## config.mk

```make
export PLATFORM = sky130hd
export DESIGN_NAME = ring_counter_run_controller
export DESIGN_NICKNAME = d
export VERILOG_FILES = /design/src/rtl/ring_counter_ctrl_pkg.sv /design/src/rtl/ring_step_detector.sv /design/src/rtl/ring_counter_run_controller.sv
export SDC_FILE = /design/constraint.sdc
export NUM_CORES = 1
export LEC_CHECK = 0
export ABC_AREA = 1
export BUFFER_PORTS_ARGS = -buffer_cell sky130_fd_sc_hd__buf_2
export CAP_MARGIN = 20
export CORE_MARGIN = 5
export CORE_UTILIZATION = 44
export CTS_BUF_LIST = sky130_fd_sc_hd__clkbuf_4
export CTS_CLUSTER_DIAMETER = 100
export DETAILED_ROUTE_END_ITERATION = 8
export PLACE_DENSITY_LB_ADDON = 0.2
export SYNTH_ARGS = -nofsm -noshare
export SYNTH_HDL_FRONTEND = slang
export SYNTH_SLANG_ARGS = --single-unit
export TNS_END_PERCENT = 30
```

## constraint.sdc

```tcl
create_clock -name Clk_In -period 3.5 [get_ports Clk_In]
set_input_delay 0.525 -clock Clk_In [delete_from_list [all_inputs] [get_ports Clk_In]]
set_output_delay 0.525 -clock Clk_In [all_outputs]
set_load 0.01 [all_outputs]
```

## src/rtl/ring_counter_ctrl_pkg.sv

```systemverilog
// Shared types and helpers for the ring counter run controller.
// Pure declarations: no latency and no flow control.
package ring_counter_ctrl_pkg;

    localparam int RING_WIDTH = 8;
    localparam logic [RING_WIDTH-1:0] RING_RESET_VALUE = 8'h01;

    typedef enum logic [3:0] {
        IDLE,
        RESET_CTR,
        START,
        WAIT_RUN,
        COUNT,
        STOP,
        WAIT_IDLE,
        ERR,
        DONE
    } ctrl_state_t;

    function automatic logic is_one_hot(input logic [RING_WIDTH-1:0] v);
        return (v != '0) && ((v & (v - 1'b1)) == '0);
    endfunction

    // Position the ring reaches after n rotations from its reset value.
    function automatic logic [RING_WIDTH-1:0] ring_rotl(input logic [7:0] n);
        logic [7:0]              w_idx;
        logic [2*RING_WIDTH-1:0] w_pair;
        w_idx  = n % 8'(RING_WIDTH);
        w_pair = {RING_RESET_VALUE, RING_RESET_VALUE} << w_idx;
        return w_pair[2*RING_WIDTH-1 -: RING_WIDTH];
    endfunction

endpackage

```

## src/rtl/ring_step_detector.sv

```systemverilog
// Flags each change of the ring count as a valid rotation or a corrupt (non-one-hot) value.
// Outputs are combinational against a 1-cycle registered copy; no flow control.
module ring_step_detector
    import ring_counter_ctrl_pkg::*;
(
    input  logic                  i_clk,
    input  logic                  i_reset,
    input  logic [RING_WIDTH-1:0] i_count,
    output logic                  o_step_pulse,
    output logic                  o_not_one_hot
);

    logic [RING_WIDTH-1:0] r_prev_count;
    logic                  w_changed;

    always_ff @(posedge i_clk) begin
        if (i_reset) begin
            r_prev_count <= RING_RESET_VALUE;
        end else begin
            r_prev_count <= i_count;
        end
    end

    assign w_changed     = (i_count != r_prev_count);
    assign o_step_pulse  = w_changed && is_one_hot(i_count);
    assign o_not_one_hot = w_changed && !is_one_hot(i_count);

endmodule

```

## src/rtl/ring_counter_run_controller.sv

```systemverilog
// Runs one ring counter for N rotations: reset, start, count, stop STOP_LATENCY early, then verify.
// Commands and status are registered (1 cycle); requests outside IDLE are dropped without Run_Ack_Out.
module ring_counter_run_controller
    import ring_counter_ctrl_pkg::*;
#(
    parameter int STOP_LATENCY   = 1,
    parameter int TIMEOUT_CYCLES = 16
) (
    input  logic                  Clk_In,
    input  logic                  Reset_In,
    input  logic                  Run_Request_In,
    input  logic [7:0]            Run_Length_In,
    input  logic                  Abort_In,
    output logic                  Run_Ack_Out,
    output logic                  Busy_Out,
    output logic                  Done_Out,
    output logic                  Match_Out,
    output logic                  Error_Out,
    output logic                  Aborted_Out,
    output logic [7:0]            Steps_Done_Out,
    output logic                  Counter_Reset_Out,
    output logic                  Counter_Enable_Out,
    output logic                  Start_Counter_Command_Out,
    output logic                  Stop_Counter_Command_Out,
    input  logic                  Counter_Running_Flag_In,
    input  logic [RING_WIDTH-1:0] Counter_Count_In
);

    localparam logic [7:0] TIMER_LAST = 8'(TIMEOUT_CYCLES - 1);

    ctrl_state_t r_state;
    logic [7:0]  r_n;
    logic [7:0]  r_steps;
    logic [7:0]  r_timer;
    logic        r_bad;
    logic        r_err;
    logic        r_abort;
    logic        r_run_ack;
    logic        r_busy;
    logic        r_done;
    logic        r_match;
    logic        r_error;
    logic        r_aborted;
    logic        r_ctr_reset;
    logic        r_ctr_enable;
    logic        r_start;
    logic        r_stop;

    logic        w_step;
    logic        w_not_one_hot;
    logic        w_counting;
    logic        w_timeout;
    logic        w_final_match;
    logic [7:0]  w_steps_nxt;

    ring_step_detector u_step_detector (
        .i_clk         (Clk_In),
        .i_reset       (Reset_In),
        .i_count       (Counter_Count_In),
        .o_step_pulse  (w_step),
        .o_not_one_hot (w_not_one_hot)
    );

    // Rotations landing in the Stop cycle or after it are still part of this run.
    assign w_counting    = (r_state == COUNT) || (r_state == STOP) || (r_state == WAIT_IDLE);
    assign w_steps_nxt   = (w_counting && w_step && (r_steps != 8'hFF)) ? r_steps + 8'd1 : r_steps;
    assign w_timeout     = (r_timer == TIMER_LAST);
    assign w_final_match = (r_n == 8'd0) ||
                           ((r_steps == r_n) && (Counter_Count_In == ring_rotl(r_n)) &&
                            !r_bad && !r_err && !r_abort);

    always_ff @(posedge Clk_In) begin
        if (Reset_In) begin
            r_state      <= IDLE;
            r_n          <= 8'd0;
            r_steps      <= 8'd0;
            r_timer      <= 8'd0;
            r_bad        <= 1'b0;
            r_err        <= 1'b0;
            r_abort      <= 1'b0;
            r_run_ack    <= 1'b0;
            r_busy       <= 1'b0;
            r_done       <= 1'b0;
            r_match      <= 1'b0;
            r_error      <= 1'b0;
            r_aborted    <= 1'b0;
            r_ctr_reset  <= 1'b1;
            r_ctr_enable <= 1'b0;
            r_start      <= 1'b0;
            r_stop       <= 1'b0;
        end else begin
            r_ctr_enable <= 1'b1;
            r_run_ack    <= 1'b0;
            r_done       <= 1'b0;
            r_match      <= 1'b0;
            r_error      <= 1'b0;
            r_aborted    <= 1'b0;
            r_ctr_reset  <= 1'b0;
            r_start      <= 1'b0;
            r_stop       <= 1'b0;
            r_steps      <= w_steps_nxt;
            if (w_counting && w_not_one_hot) begin
                r_bad <= 1'b1;
            end

            case (r_state)
                IDLE: begin
                    if (Run_Request_In) begin
                        r_run_ack <= 1'b1;
                        r_busy    <= 1'b1;
                        r_n       <= Run_Length_In;
                        r_steps   <= 8'd0;
                        r_bad     <= 1'b0;
                        r_err     <= 1'b0;
                        r_abort   <= 1'b0;
                        if (Run_Length_In == 8'd0) begin
                            r_state <= DONE;
                        end else begin
                            r_state     <= RESET_CTR;
                            r_ctr_reset <= 1'b1;
                        end
                    end
                end
                RESET_CTR, START: begin
                    if (Abort_In) begin
                        r_abort     <= 1'b1;
                        r_state     <= ERR;
                        r_ctr_reset <= 1'b1;
                    end else if (r_state == RESET_CTR) begin
                        r_state <= START;
                        r_start <= 1'b1;
                    end else begin
                        r_state <= WAIT_RUN;
                        r_timer <= 8'd0;
                    end
                end
                WAIT_RUN: begin
                    if (w_timeout) begin
                        r_err       <= 1'b1;
                        r_state     <= ERR;
                        r_ctr_reset <= 1'b1;
                    end else if (Abort_In) begin
                        r_abort     <= 1'b1;
                        r_state     <= ERR;
                        r_ctr_reset <= 1'b1;
                    end else if (Counter_Running_Flag_In) begin
                        r_state <= COUNT;
                    end else begin
                        r_timer <= r_timer + 8'd1;
                    end
                end
                COUNT: begin
                    if (Abort_In) begin
                        r_abort <= 1'b1;
                        r_state <= STOP;
                        r_stop  <= 1'b1;
                    end else if (int'(w_steps_nxt) >= int'(r_n) - STOP_LATENCY) begin
                        r_state <= STOP;
                        r_stop  <= 1'b1;
                    end
                end
                STOP: begin
                    r_state <= WAIT_IDLE;
                    r_timer <= 8'd0;
                    if (Abort_In) begin
                        r_abort <= 1'b1;
                    end
                end
                WAIT_IDLE: begin
                    if (w_timeout) begin
                        r_err       <= 1'b1;
                        r_state     <= ERR;
                        r_ctr_reset <= 1'b1;
                    end else begin
                        if (Abort_In) begin
                            r_abort <= 1'b1;
                        end
                        if (!Counter_Running_Flag_In) begin
                            r_state <= DONE;
                        end else begin
                            r_timer <= r_timer + 8'd1;
                        end
                    end
                end
                ERR: begin
                    r_state <= DONE;
                end
                DONE: begin
                    r_state   <= IDLE;
                    r_busy    <= 1'b0;
                    r_done    <= 1'b1;
                    r_match   <= w_final_match;
                    r_error   <= r_err;
                    r_aborted <= r_abort;
                end
                default: begin
                    r_state <= IDLE;
                    r_busy  <= 1'b0;
                end
            endcase
        end
    end

    assign Run_Ack_Out               = r_run_ack;
    assign Busy_Out                  = r_busy;
    assign Done_Out                  = r_done;
    assign Match_Out                 = r_match;
    assign Error_Out                 = r_error;
    assign Aborted_Out               = r_aborted;
    assign Steps_Done_Out            = r_steps;
    assign Counter_Reset_Out         = r_ctr_reset;
    assign Counter_Enable_Out        = r_ctr_enable;
    assign Start_Counter_Command_Out = r_start;
    assign Stop_Counter_Command_Out  = r_stop;

endmodule
```

==> metrics, run 1 <==
run status=finished clean; internal power=974 µW; Setup-failing EPs final=0; DR vias/cell=roughly 5; core area=roughly 6400 µm²; Worst setup EP type=flop; ys flop type=dfxtp_1; Avg Cell Area, Syn=6.89 µm²; synthesis-to-finish area growth=10.3%; non-filler cells, final=between 500 and 600; switching share of power=a little over two fifths; wire length on met3=283 µm; H-tree level count=2; crit start category=flop; Post-Syn Area=2920 µm²; VDD IR max=~0.34 mV; Hold Crit Class=in2reg; vias in the first global route=~2,600; Final Critical Period=3.14 ns; ant diodes=0; RSZ-0062 raised after global routing=no; Lkg Pwr=between 0.0015 and 0.002 µW; TritonCTS clock tree=yes; Clock Sinks=49; Max Cap Viol=0; total track usage=between 15 and 20%; GPL Wtd Cong=~0.92; I/O Buffers=38; top sig layer=met4; Async S/R FF share, synth=0%; clk slew on worst S/H paths=roughly 0.14 ns; Initial Util=between 40% and 50%; setup bufs post-CTS=0; Die W=just over 90 µm; first-pass GRT wire length=approximately 12 mm; post-CTS sizing=0; Yosys reg bits=49; CTS buffer count=5; WL met1=slightly above 3 mm; Layout fillers=roughly 680; synthesized instance count=about 420; WP data required=3.78 ns; Die Ht=roughly 91 µm; Slew @ Worst Pin=0.613 ns; layout cells sized above 1=about 16%; Total Neg Setup Slack=0 ns; Ports=39; hold_buf cts=0; Setup Skew=around 0.024 ns; Gate power share=43.8%; period utilisation layout=about nine tenths; clock latency on the worst-skew pair=between 0.3 and 0.4 ns; total grt overflow=0; clock network fraction of total power=15.0%; Wirelength per Cell=12.7 µm; dpl cells=533; crit-path cells=ha_1 > nand3_1 > nor2_1 > nand3_1 > nand3_4 > xor2_1 > ha_1 > o21ai_0 > nand2_1 > or2_2 > nand3_1 > nand2_1 > nand2_1 > nand2_1 > nand2_2 > nand3_2 > nand2_2 > nand2_1 > nand2_1 > nor2_1; largest net degree at the start of global routing=19; Crit Path Category=reg2reg; synth unique cells=35; footprint of the multi-input gates=around 1600 µm²; final hold vios=0; DRT iter0 DRCs=~130; Slew Limit Fails=0; DR DRC count=0; register area=around 980 µm²; Crit path top cell by count=nand2_1; Routed WL=roughly 7 mm; CTS Buffer Depth=2; post-DP HPWL=about 5.6 mm; root buf cell=clkbuf_4; full die area=8360 µm²; sequential element share of the synthesized area=about a third; power density over the cells=about 530 nW/µm²; initial antenna violation count=0; Core Util, Final=about half; Ys Warns=0; Psw=~730 µW; CP max stage cell=dfxtp_1; Pre-antenna DRT Iters=5; Final nets=497; number of synthesized flops with an enable pin=0; Syn Nets=~460; Hold Slack=roughly 0.36 ns; CP Max Fanout=6; row count=29; DR vias=between 2,000 and 3,000; CP Data Arrival Time=between 3 and 4 ns; met2 routed WL=about 3.3 mm; sequential fraction of design power=between 40% and 50%; Worst slew margin=around 60%; Antenna Nets Post-Route=0; f_max=~0.32 GHz; CP max stage delay=about 0.47 ns
## per-layer routing
| layer | vias up | track usage, % |
|---|---|---|
| li1 | 1430 | - |
| met1 | 1215 | 20.5 |
| met2 | 60 | 29.1 |
| met3 | 12 | 2.98 |
| met4 | 0 | 5.87 |
| met5 | - | 0 |
## power groups by stage
stage | clock [µW] | sequential (µW) | combinational [µW]
finish | 254 | 702 | 744
detailed placement | 0 | 714 | 742
floorplan | 0 | 697 | 586
global route | 287 | 712 | 845
CTS | 265 | 701 | 743
global placement | 0 | 714 | 741
## critical path: cells and delay by family, from the launching register on
family,cells,cell delay (ns)
AO/OA/AOI/OAI,1,0.16
XOR/XNOR,1,0.24
adder cells (fa/ha/maj),2,0.53
flip-flops,1,0.47
AND/OR/NAND/NOR,16,1.67
## kinds of logic after synthesis
group	Yosys count	synth area share (%)
buffers and inverters	84	11.4
AND/OR/NAND/NOR	201	31.7
flip-flops	49	33.6
XOR/XNOR	25	7.51
adder cells (fa/ha/maj)	13	5.58
AO/OA/AOI/OAI	51	10.2
## metrics by stage
step	area (µm²)	setup WS [ns]	total power, µW
finish	3220	0.365	1700
global route	3220	0.0435	1840
CTS	3220	0.373	1710
detailed placement	3170	0.156	1460
global placement	3170	0.216	1460
floorplan	2920	0.671	1280
## synthesized netlist by cell type, drive strengths merged, types with 6 or more instances
library cell / n / share of area, %
inv: 78 / 10
o21ai: 20 / 3.4
nor2: 63 / 8.7
nand3: 25 / 5.2
nor4: 6 / 1.3
nand2: 83 / 11
xor2: 21 / 6.3
nor3: 16 / 3.5
a21oi: 16 / 2.7
dfxtp: 49 / 34
ha: 13 / 5.6
nand4: 7 / 1.5
## state kept, by name, indices dropped and copies added (netlist names)
| signal | count |
|---|---|
| r_bad | 1 |
| Match_Out | 1 |
| Counter_Enable_Out | 1 |
| Done_Out | 1 |
| r_state | 4 |
| r_abort | 1 |
| r_err | 1 |
| Aborted_Out | 1 |
| Run_Ack_Out | 1 |
| Steps_Done_Out | 8 |
| Stop_Counter_Command_Out | 1 |
| r_n | 8 |
| Error_Out | 1 |
| Start_Counter_Command_Out | 1 |
| u_step_detector.r_prev_count | 8 |
| Counter_Reset_Out | 1 |
| r_timer | 8 |
| Busy_Out | 1 |
## layout make-up
type | count | share of cell area [%]
clock inverters | 2 | 0.350
clock buffers | 5 | 1.17
multi-input cells | 290 | 49.9
inverters | 79 | 9.22
repair buffers | 38 | 5.91
well taps | 77 | 2.99
flip-flops and latches | 49 | 30.5
## cell usage in the layout (no fill, tap or decap), drive strengths merged, types with 13 or more instances in the layout
cell / count
nand3: 25
ha: 13
o21ai: 20
dfxtp: 49
buf: 38
nor2: 63
inv: 78
nor3: 16
xor2: 21
a21oi: 16
nand2: 83
## path summary, 6_finish.rpt
| path | slack [ns] | from | to | cells after the start |
|---|---|---|---|---|
| setup reg to reg | 0.36 | Steps_Done_Out[1] | r_state[1] | 20 |
| hold reg to reg | 0.47 | r_timer[7] | r_timer[7] | 1 |
| hold / removal | 0.36 | Run_Length_In[5] | r_n[5] | 3 |
| setup / recovery | 0.36 | Steps_Done_Out[1] | r_state[1] | 20 |
(Power assumes the default switching activity.)
==> run 2: changes to the inputs <==
- CTS_BUF_LIST: sky130_fd_sc_hd__clkbuf_4 -> sky130_fd_sc_hd__clkbuf_8
==> metrics, run 2 (synthesized netlist as in run 1, its figures left out) <==
run status=finished clean (unchanged); crit start category=flop (unchanged); r2r startpoint=Steps_Done_Out[1] (unchanged); Max Cap Viol=0 (unchanged); Antenna Nets Post-Route=0 (unchanged); switching share of power=40.7% (was 42.7%); Total Neg Setup Slack=0 ns (unchanged); final hold vios=0 (unchanged); Final nets=497 (unchanged); layout cells sized above 1=15.8% (was 15.6%); H-tree level count=2 (unchanged); power density over the cells=548 nW/µm² (was 529 nW/µm²); largest net degree at the start of global routing=19 (unchanged); post-DP HPWL=5.56 mm (unchanged); Lkg Pwr=0.00156 µW (was 0.00155 µW); initial antenna violation count=0 (unchanged); core area=6390 µm² (unchanged); I/O Buffers=38 (unchanged); Final Critical Period=3.14 ns (about the same); sequential fraction of design power=39.4% (was 41.3%); internal power=1060 µW (was 974 µW); R2R Setup Slk=0.36 ns (about the same); PnR worst setup slack=0.358 ns (was 0.365 ns); DRT iter0 DRCs=145 (was 128); synthesis-to-finish area growth=11.7% (was 10.3%); Psw=726 µW (was 727 µW); DR vias=2,708 (was 2,717); DP Worst Slack=0.156 ns (unchanged); setup bufs post-CTS=0 (unchanged); Worst setup EP type=flop (unchanged); GPL Wtd Cong=0.918 (unchanged); Ports=39 (unchanged); RSZ-0062 raised after global routing=no (unchanged); CP Max Fanout=6 (unchanged); first-pass GRT wire length=11.6 mm (about the same); Die Ht=91.4 µm (unchanged); Gate power share=41.6% (was 43.8%); non-filler cells, final=540 (unchanged); ant diodes=0 (unchanged); post-CTS sizing=0 (unchanged); worst r2r dst=r_state[1] (unchanged); row count=29 (unchanged); commonest non-fill, non-tap cell in the layout=nand2_1 (unchanged); hold path depth=3 (unchanged); Hold Crit Class=in2reg (unchanged); clk slew on worst S/H paths=0.09 ns (was 0.14 ns); Core Util, Final=51.0% (was 50.4%); Setup-failing EPs final=0 (unchanged); Crit Path Category=reg2reg (unchanged); Wirelength per Cell=12.7 µm (about the same); CTS buffer count=5 (unchanged); WP data required=3.70 ns (was 3.78 ns); vias in the first global route=2,625 (was 2,612); hold_buf cts=0 (unchanged); worst hold path startpoint=Run_Length_In[5] (unchanged); Slew Limit Fails=0 (unchanged); full die area=8360 µm² (unchanged); Routed WL=6.85 mm (was 6.86 mm); Hold Path End=r_n[5] (unchanged); clock latency on the worst-skew pair=0.30 ns (was 0.38 ns); TritonCTS clock tree=yes (unchanged); DR DRC count=0 (unchanged); CP Data Arrival Time=3.34 ns (was 3.42 ns); VDD IR max=0.356 mV (was 0.343 mV); root buf cell=clkbuf_8 (was clkbuf_4); total track usage=16.6% (was 16.7%); total grt overflow=0 (unchanged); Pre-antenna DRT Iters=4 (was 5); Die W=91.4 µm (unchanged); most frequent cells in the layout=nand2_1, inv_1, nor2_1, dfxtp_1, buf_2 (unchanged); dpl cells=533 (unchanged); Setup Skew=0.0149 ns (was 0.0235 ns); f_max=0.318 GHz (was 0.319 GHz); Slew @ Worst Pin=0.608 ns (was 0.613 ns); period utilisation layout=89.8% (was 89.6%); Initial Util=45.7% (unchanged); CTS Buffer Depth=2 (unchanged); Worst slew margin=59.4% (was 59.0%); clock network fraction of total power=19.0% (was 15.0%); DR vias/cell=5.01 (was 5.03); reg2reg path depth=20 (unchanged); Clock Sinks=49 (unchanged)
## run 2: critical path: stages (launching register included)
cell and delay (ns):
dfxtp_1 0.45, ha_1 0.26, nand3_1 0.13, nor2_1 0.13, nand3_1 0.21, nand3_4 0.19
xor2_1 0.24, ha_1 0.27, o21ai_0 0.16, nand2_1 0.08, or2_2 0.27, nand3_1 0.08
nand2_1 0.05, nand2_1 0.05, nand2_1 0.06, nand2_2 0.08, nand3_2 0.08, nand2_2 0.10
nand2_1 0.06, nand2_1 0.05, nor2_1 0.05
## run 2: layout make-up
class | instances | area, µm²
clock buffers | 6 | 82.6
clock inverters | 1 | 7.51
fillers | 667 | 3130
inverters | 79 | 297
multi-input cells | 290 | 1600
flip-flops and latches | 49 | 981
well taps | 77 | 96.3
repair buffers | 38 | 190
## run 2: through the flow
| step | power, µW | hold slack [ns] | area [µm²] |
|---|---|---|---|
| 2_1_floorplan | 1280 | 0.423 | 2920 |
| 3_3_place_gp | 1460 | 0.439 | 3170 |
| 3_5_place_dp | 1460 | 0.452 | 3170 |
| 4_1_cts | 1800 | 0.418 | 3260 |
| 5_1_grt | 1930 | 0.446 | 3260 |
| 6_report | 1780 | 0.437 | 3260 |
## run 2: worst max-delay path by stage
stage	startpoint	endpoint	slack, ns	cells after the start
final	Steps_Done_Out[1]	r_state[1]	0.36	20
after global routing	Steps_Done_Out[1]	r_state[1]	0.04	20
after CTS	Steps_Done_Out[1]	r_state[1]	0.37	20
after detailed placement	Counter_Count_In[6]	r_state[1]	0.16	23
after global placement	Counter_Count_In[6]	r_state[1]	0.22	23
after floorplan	Counter_Count_In[4]	r_state[1]	0.67	20
## run 2: layer usage
metal  track usage (%)  up-vias  part of all wire, %
li1                  -     1430                    -
met1              20.4     1217                   46
met2              29.2       47                   49
met3              2.73       14                  2.8
met4              5.50        0                  1.9
met5                 0        -                    0
## run 2: power groups by stage
stage / Clock [µW] / Sequential, µW / Combinational (µW)
2_1_floorplan: 0 / 697 / 586
3_3_place_gp: 0 / 714 / 741
3_5_place_dp: 0 / 714 / 742
4_1_cts: 356 / 701 / 743
5_1_grt: 378 / 712 / 845
6_report: 339 / 703 / 742
